--- config.mk ---
export PLATFORM = sky130hd
export DESIGN_NAME = qoi_decoder
export DESIGN_NICKNAME = d
export VERILOG_FILES = /design/src/rtl/qoi_decoder.sv
export SDC_FILE = /design/constraint.sdc
export NUM_CORES = 2
export LEC_CHECK = 0
export ABC_AREA = 1
export CAP_MARGIN = 30
export CORE_MARGIN = 8
export CORE_UTILIZATION = 45
export CTS_CLUSTER_SIZE = 25
export DETAILED_ROUTE_END_ITERATION = 6
export PLACE_DENSITY_LB_ADDON = 0.25
export RECOVER_POWER = 100
export SYNTH_ARGS = -nofsm -noshare
export SYNTH_HDL_FRONTEND = slang
export SYNTH_SLANG_ARGS = --single-unit
--- constraint.sdc ---
create_clock -name clk -period 21.1 [get_ports clk]
set_input_delay 6.33 -clock clk [delete_from_list [all_inputs] [get_ports clk]]
set_output_delay 6.33 -clock clk [all_outputs]
set_load 0.01 [all_outputs]
--- src/rtl/qoi_decoder.sv ---
// qoi_decoder: turns a QOI chunk byte stream into a pixel stream.
// One byte in and at most one pixel out per cycle, through a registered output.
module qoi_decoder #(
    parameter int COMPONENTS = 4
) (
    input  logic                    clk,
    input  logic                    rst_n,
    input  logic                    frame_start,
    input  logic [7:0]              istream,
    input  logic                    istream_valid,
    output logic                    istream_ready,
    output logic [8*COMPONENTS-1:0] pixel,
    output logic                    pixel_valid,
    input  logic                    pixel_ready
);
    typedef enum logic [3:0] {
        S_OP, S_RGB_R, S_RGB_G, S_RGB_B,
        S_RGBA_R, S_RGBA_G, S_RGBA_B, S_RGBA_A,
        S_LUMA2, S_RUN
    } state_t;

    state_t      state, state_nx;
    logic [31:0] prev, pix_q, px;
    logic [31:0] idx_mem [64];
    logic [63:0] idx_vld;
    logic [7:0]  tr, tg, tb, dg;
    logic [7:0]  tr_nx, tg_nx, tb_nx, dg_nx;
    logic [5:0]  run_cnt, cnt_nx, slot;
    logic [7:0]  pr, pg, pb, pa;
    logic [7:0]  df_r, df_g, df_b, lu_r, lu_g, lu_b;
    logic        vld_q, out_free, acc, issue;
    logic        op_rgb, op_rgba, op_idx, op_diff, op_luma, op_run;

    assign {pr, pg, pb, pa} = prev;
    assign out_free      = !vld_q | pixel_ready;
    assign istream_ready = rst_n & (state != S_RUN) & out_free;
    assign acc           = istream_valid & istream_ready;
    assign pixel_valid   = vld_q;

    assign op_rgb  = istream == 8'hFE;
    assign op_rgba = istream == 8'hFF;
    assign op_idx  = istream[7:6] == 2'b00;
    assign op_diff = istream[7:6] == 2'b01;
    assign op_luma = istream[7:6] == 2'b10;
    assign op_run  = istream[7:6] == 2'b11 & !op_rgb & !op_rgba;

    assign df_r = pr + {6'd0, istream[5:4]} - 8'd2;
    assign df_g = pg + {6'd0, istream[3:2]} - 8'd2;
    assign df_b = pb + {6'd0, istream[1:0]} - 8'd2;
    assign lu_g = pg + dg;
    assign lu_r = pr + dg + {4'd0, istream[7:4]} - 8'd8;
    assign lu_b = pb + dg + {4'd0, istream[3:0]} - 8'd8;

    // Hash taken mod 64 throughout, so only the low 6 bits of each channel matter
    assign slot = px[29:24] * 6'd3 + px[21:16] * 6'd5
                + px[13:8] * 6'd7 + px[5:0] * 6'd11;

    always_comb begin
        state_nx = state;
        tr_nx    = tr;
        tg_nx    = tg;
        tb_nx    = tb;
        dg_nx    = dg;
        cnt_nx   = run_cnt;
        issue    = 1'b0;
        px       = prev;
        unique case (state)
            S_OP: if (acc) begin
                unique case (1'b1)
                    op_rgb:  state_nx = S_RGB_R;
                    op_rgba: state_nx = S_RGBA_R;
                    op_idx: begin
                        issue = 1'b1;
                        px    = idx_vld[istream[5:0]] ? idx_mem[istream[5:0]] : '0;
                    end
                    op_diff: begin
                        issue = 1'b1;
                        px    = {df_r, df_g, df_b, pa};
                    end
                    op_luma: begin
                        dg_nx    = {2'd0, istream[5:0]} - 8'd32;
                        state_nx = S_LUMA2;
                    end
                    op_run: begin
                        issue  = 1'b1;
                        cnt_nx = istream[5:0];
                        if (istream[5:0] != 6'd0) state_nx = S_RUN;
                    end
                endcase
            end
            S_RGB_R: if (acc) begin tr_nx = istream; state_nx = S_RGB_G; end
            S_RGB_G: if (acc) begin tg_nx = istream; state_nx = S_RGB_B; end
            S_RGB_B: if (acc) begin
                issue    = 1'b1;
                px       = {tr, tg, istream, pa};
                state_nx = S_OP;
            end
            S_RGBA_R: if (acc) begin tr_nx = istream; state_nx = S_RGBA_G; end
            S_RGBA_G: if (acc) begin tg_nx = istream; state_nx = S_RGBA_B; end
            S_RGBA_B: if (acc) begin tb_nx = istream; state_nx = S_RGBA_A; end
            S_RGBA_A: if (acc) begin
                issue    = 1'b1;
                px       = {tr, tg, tb, istream};
                state_nx = S_OP;
            end
            S_LUMA2: if (acc) begin
                issue    = 1'b1;
                px       = {lu_r, lu_g, lu_b, pa};
                state_nx = S_OP;
            end
            S_RUN: if (out_free) begin
                issue  = 1'b1;
                cnt_nx = run_cnt - 6'd1;
                if (run_cnt == 6'd1) state_nx = S_OP;
            end
            default: state_nx = S_OP;
        endcase
    end

    always_ff @(posedge clk or negedge rst_n) begin
        if (!rst_n)           state <= S_OP;
        else if (frame_start) state <= S_OP;
        else                  state <= state_nx;
    end

    always_ff @(posedge clk or negedge rst_n) begin
        if (!rst_n) begin
            prev    <= 32'h0000_00FF;
            idx_vld <= '0;
            run_cnt <= '0;
            pix_q   <= '0;
            vld_q   <= 1'b0;
            tr      <= '0;
            tg      <= '0;
            tb      <= '0;
            dg      <= '0;
        end else if (frame_start) begin
            prev    <= 32'h0000_00FF;
            idx_vld <= '0;
            run_cnt <= '0;
            vld_q   <= 1'b0;
        end else begin
            run_cnt <= cnt_nx;
            tr      <= tr_nx;
            tg      <= tg_nx;
            tb      <= tb_nx;
            dg      <= dg_nx;
            if (issue) begin
                pix_q         <= px;
                vld_q         <= 1'b1;
                prev          <= px;
                idx_vld[slot] <= 1'b1;
            end else if (pixel_ready) begin
                vld_q <= 1'b0;
            end
        end
    end

    // Entries are qualified by idx_vld, so the storage itself needs no reset
    always_ff @(posedge clk) begin
        if (issue && !frame_start) idx_mem[slot] <= px;
    end

    if (COMPONENTS == 3) begin : g_rgb
        assign pixel = pix_q[31:8];
    end else begin : g_rgba
        assign pixel = pix_q;
    end
endmodule

==> summary.md <==
| Metric | Value |
|---|---|
| Nets | 7788 |
| Total grt overflow | 0 |
| Final Setup Violations | 0 |
| CTS Buffer Depth | 3 |
| Worst min-delay path category | flip-flop to flip-flop |
| Via count | about 63000 |
| Drt initial violations | 8921 |
| Layout area overhead | 11.4% |
| Max-capacitance violation count | 38 |
| Critical Path Fanout Max | 88 |
| Synth top area share | 66.3% |
| Worst r2r src | state[0] |
| Ports | 47 |
| Ys flop type | edfxtp_1 |
| FF/Latch Area | between 60000 and 70000 um^2 |
| Final TNS setup | 0 ns |
| Area of the multi-input gates | 23000 um^2 |
| Drt pass-1 iters | 7 |
| Die area | roughly 220000 um^2 |
| Routability cong. | roughly 0.96 |
| CTS buffer count | ~220 |
| Layout cells sized above 1 | 7.33% |
| Yosys warns | 0 |
| Synth area leader | edfxtp_1 |
| Source of the worst hold timing path | idx_vld[21] |
| Post-CTS setup buffers | 0 |
| Syn avg cell area | 12.1 um^2 |
| DP HPWL | between 150000 and 200000 um |
| CP max stage cell | clkbuf_1 |
| Clock Latency Late Sink | about 0.87 ns |
| Worst EP arrival | 19.38 ns |
| Vias in the first global route | 60300 |
| CP startpoint | istream[2] |
| DR WL/cell | 28.5 um |
| Outcome | complete, but fails checks |
| PnR worst setup slack | between 2 and 2.5 ns |
| Worst slack, placed | 3.90 ns |
| Vias per inst | 6.01 |
| Die H | 470 um |
| Peak Freq | 0.0532 GHz |
| CTS tree | built |
| Placed instance area | between 90000 and 100000 um^2 |
| Clk pin slew, worst setup/hold paths | 0.06 ns |
| Top cells by area, synth | edfxtp_1, nand2_1, dfrtp_1 |
| Finished Layout Cells | 10500 |
| Post-synthesis sequential area ratio | 70.9% |
| First-pass GRT wire length | ~430000 um |
| Largest net degree at the start of global routing | 130 |
| Crit. End Element | flip-flop |
| CP required | 21.70 ns |
| Final WL | 300000 um |
| Initial antenna violation count | 21 |
| Flops & latches, synth | 2217 |
| RSZ-0062 raised after global routing | false |
| DRC | 3 |
| Failing checks | DRC, capacitance limit, slew limit |
| Number of enable-type register cells in the synthesized netlist | around 2000 |
| Die Wd | 470 um |
| Final period util | 89.0% |
| Slew HR | -188% |
| Fin. max-slew vios | 1654 |
| Worst Max-Slew Pin Slew | approximately 4.3 ns |
| Worst stage delay on the critical path | ~1.7 ns |
| Placed cells | 10100 |
| Final instance area | 103000 um^2 |
| Tmin final | between 15 and 20 ns |
| Cell mode on critical path | ha_1 |
| Clock skew | 0.0394 ns |
| Final hold viol count | 0 |
| Critical path type | input port to flip-flop |
| Mapped cell area | 92700 um^2 |
| # hold bufs at CTS | 0 |
| Synth Net Count | roughly 8000 |
| IO Port Bufs | 46 |
| Initial core utilization | between 40% and 50% |
| Clock Sinks | 2217 |
| Netlist cell types | between 50 and 60 |
| Floorplan row count | 166 |
| GRT Resource Usage Total | 26.3% |
| Post-synth ARST share | 7.62% |
| H-tree depth | 4 |
| Resized cells post-CTS | 0 |
| Filler cells | 17600 |
| Syn Inst Count | around 7600 |
| Floorplan core area | 205000 um^2 |
| DRT antenna net count | 0 |
| Setup crit start kind | input port |
| Root Buffer | clkbuf_16 |
==> placed cells by master (no fill, tap or decap), drive strengths merged, types with 7 or more instances in the layout <==
master,n
a21oi,130
a221oi,153
a22oi,148
a31oi,24
buf,164
bufinv,13
clkbuf,338
clkinv,108
clkinvlp,9
dfrtp,161
dfstp,8
diode,7
dlygate4sd3,34
edfxtp,2048
fa,37
ha,81
inv,490
nand2,1498
nand3,417
nand3b,11
nand4,116
nor2,806
nor3,14
o2111ai,77
o211ai,49
o21ai,718
o21bai,34
o22ai,8
o311ai,7
o31ai,43
or2,33
xnor2,15
xor2,18
==> path summary, 6_finish.rpt <==
kind,endpoint,slack [ns],depth (start not counted)
worst max-delay path,idx_mem[53][5],2.32,31
worst min-delay path,idx_vld[21],0.48,2
worst max register to register,idx_mem[53][5],9.50,26
worst min register to register,idx_vld[21],0.48,2
max in group asynchronous,idx_vld[27],9.60,3
min in group asynchronous,tg[4],5.52,1
==> final cells by class <==
type                       instances  area share (%)
clock inverter                   112           0.942
tap                             2688            3.26
timing repair buffer             246            2.24
multi-input combinational       4465            22.3
antenna                            7          0.0170
clock buffer                     295            5.68
inverter                         508            1.89
sequential                      2217            63.7
==> state kept, by name (all words and copies together) (netlist names) <==
signal       flops
dg               6
idx_mem       2048
idx_vld         64
pixel           32
pixel_valid      1
prev            32
run_cnt          6
state            4
tb               8
tg               8
tr               8
==> kinds of logic (layout without fill, tap and decap cells) <==
logic type	count (synthesis)	after routing	share of synthesized area, %
simple gates	2897	2897	12.9
flops	2217	2217	70.9
compound gates	1417	1417	9.53
buf+inv	963	1161	4.44
fa+ha+maj	118	118	1.89
xor+xnor	33	33	0.312
other cells	0	7	0
==> metrics by stage <==
step	hold WS [ns]	utilization (%)
5_1_grt	0.499	50.4
4_1_cts	0.477	50.5
3_3_place_gp	0.461	47.0
3_5_place_dp	0.461	47.2
6_report	0.476	50.4
2_1_floorplan	0.443	-
==> worst max-delay path, delay by kind of cell <==
| family | cells | cell delay [ns] |
|---|---|---|
| xor gates and xnor gates | 1 | 0.86 |
| buffers and inverters | 11 | 6.74 |
| and+or+nand+nor | 6 | 1.62 |
| AOI/OAI and AO/OA | 7 | 1.53 |
| adders and majority gates | 6 | 1.98 |
==> routing by layer <==
metal / vias to the layer above / global-route usage, % / part of all wire [%]
met5: - / 0 / 0.0090
met4: 4 / 11.9 / 5.1
met3: 625 / 6.21 / 12
met2: 3724 / 39.7 / 44
met1: 31500 / 36.5 / 40
li1: 27400 / - / -
==> Yosys cell counts, types with 7 or more instances <==
library cell,number
a21oi_1,127
nand2_2,7
o31ai_1,43
o311ai_0,7
fa_1,37
buf_6,20
clkbuf_1,204
xnor2_1,15
inv_1,492
nor2_1,802
a22oi_1,148
nand3_1,414
buf_1,37
o21ai_1,16
or2_2,26
buf_2,149
clkinv_1,7
nand3b_1,11
dfstp_2,8
ha_1,81
o21bai_1,28
xor2_1,18
edfxtp_1,2048
o22ai_1,8
o21ai_0,702
nand2_1,1489
inv_2,9
nand4_1,112
a221oi_1,153
o2111ai_1,77
a31oi_1,24
buf_4,45
dfrtp_1,161
nor3_1,14
o211ai_1,49
Power is not shown: default switching activity piles up to over one toggle a cycle in this logic, so the estimate is an artifact.
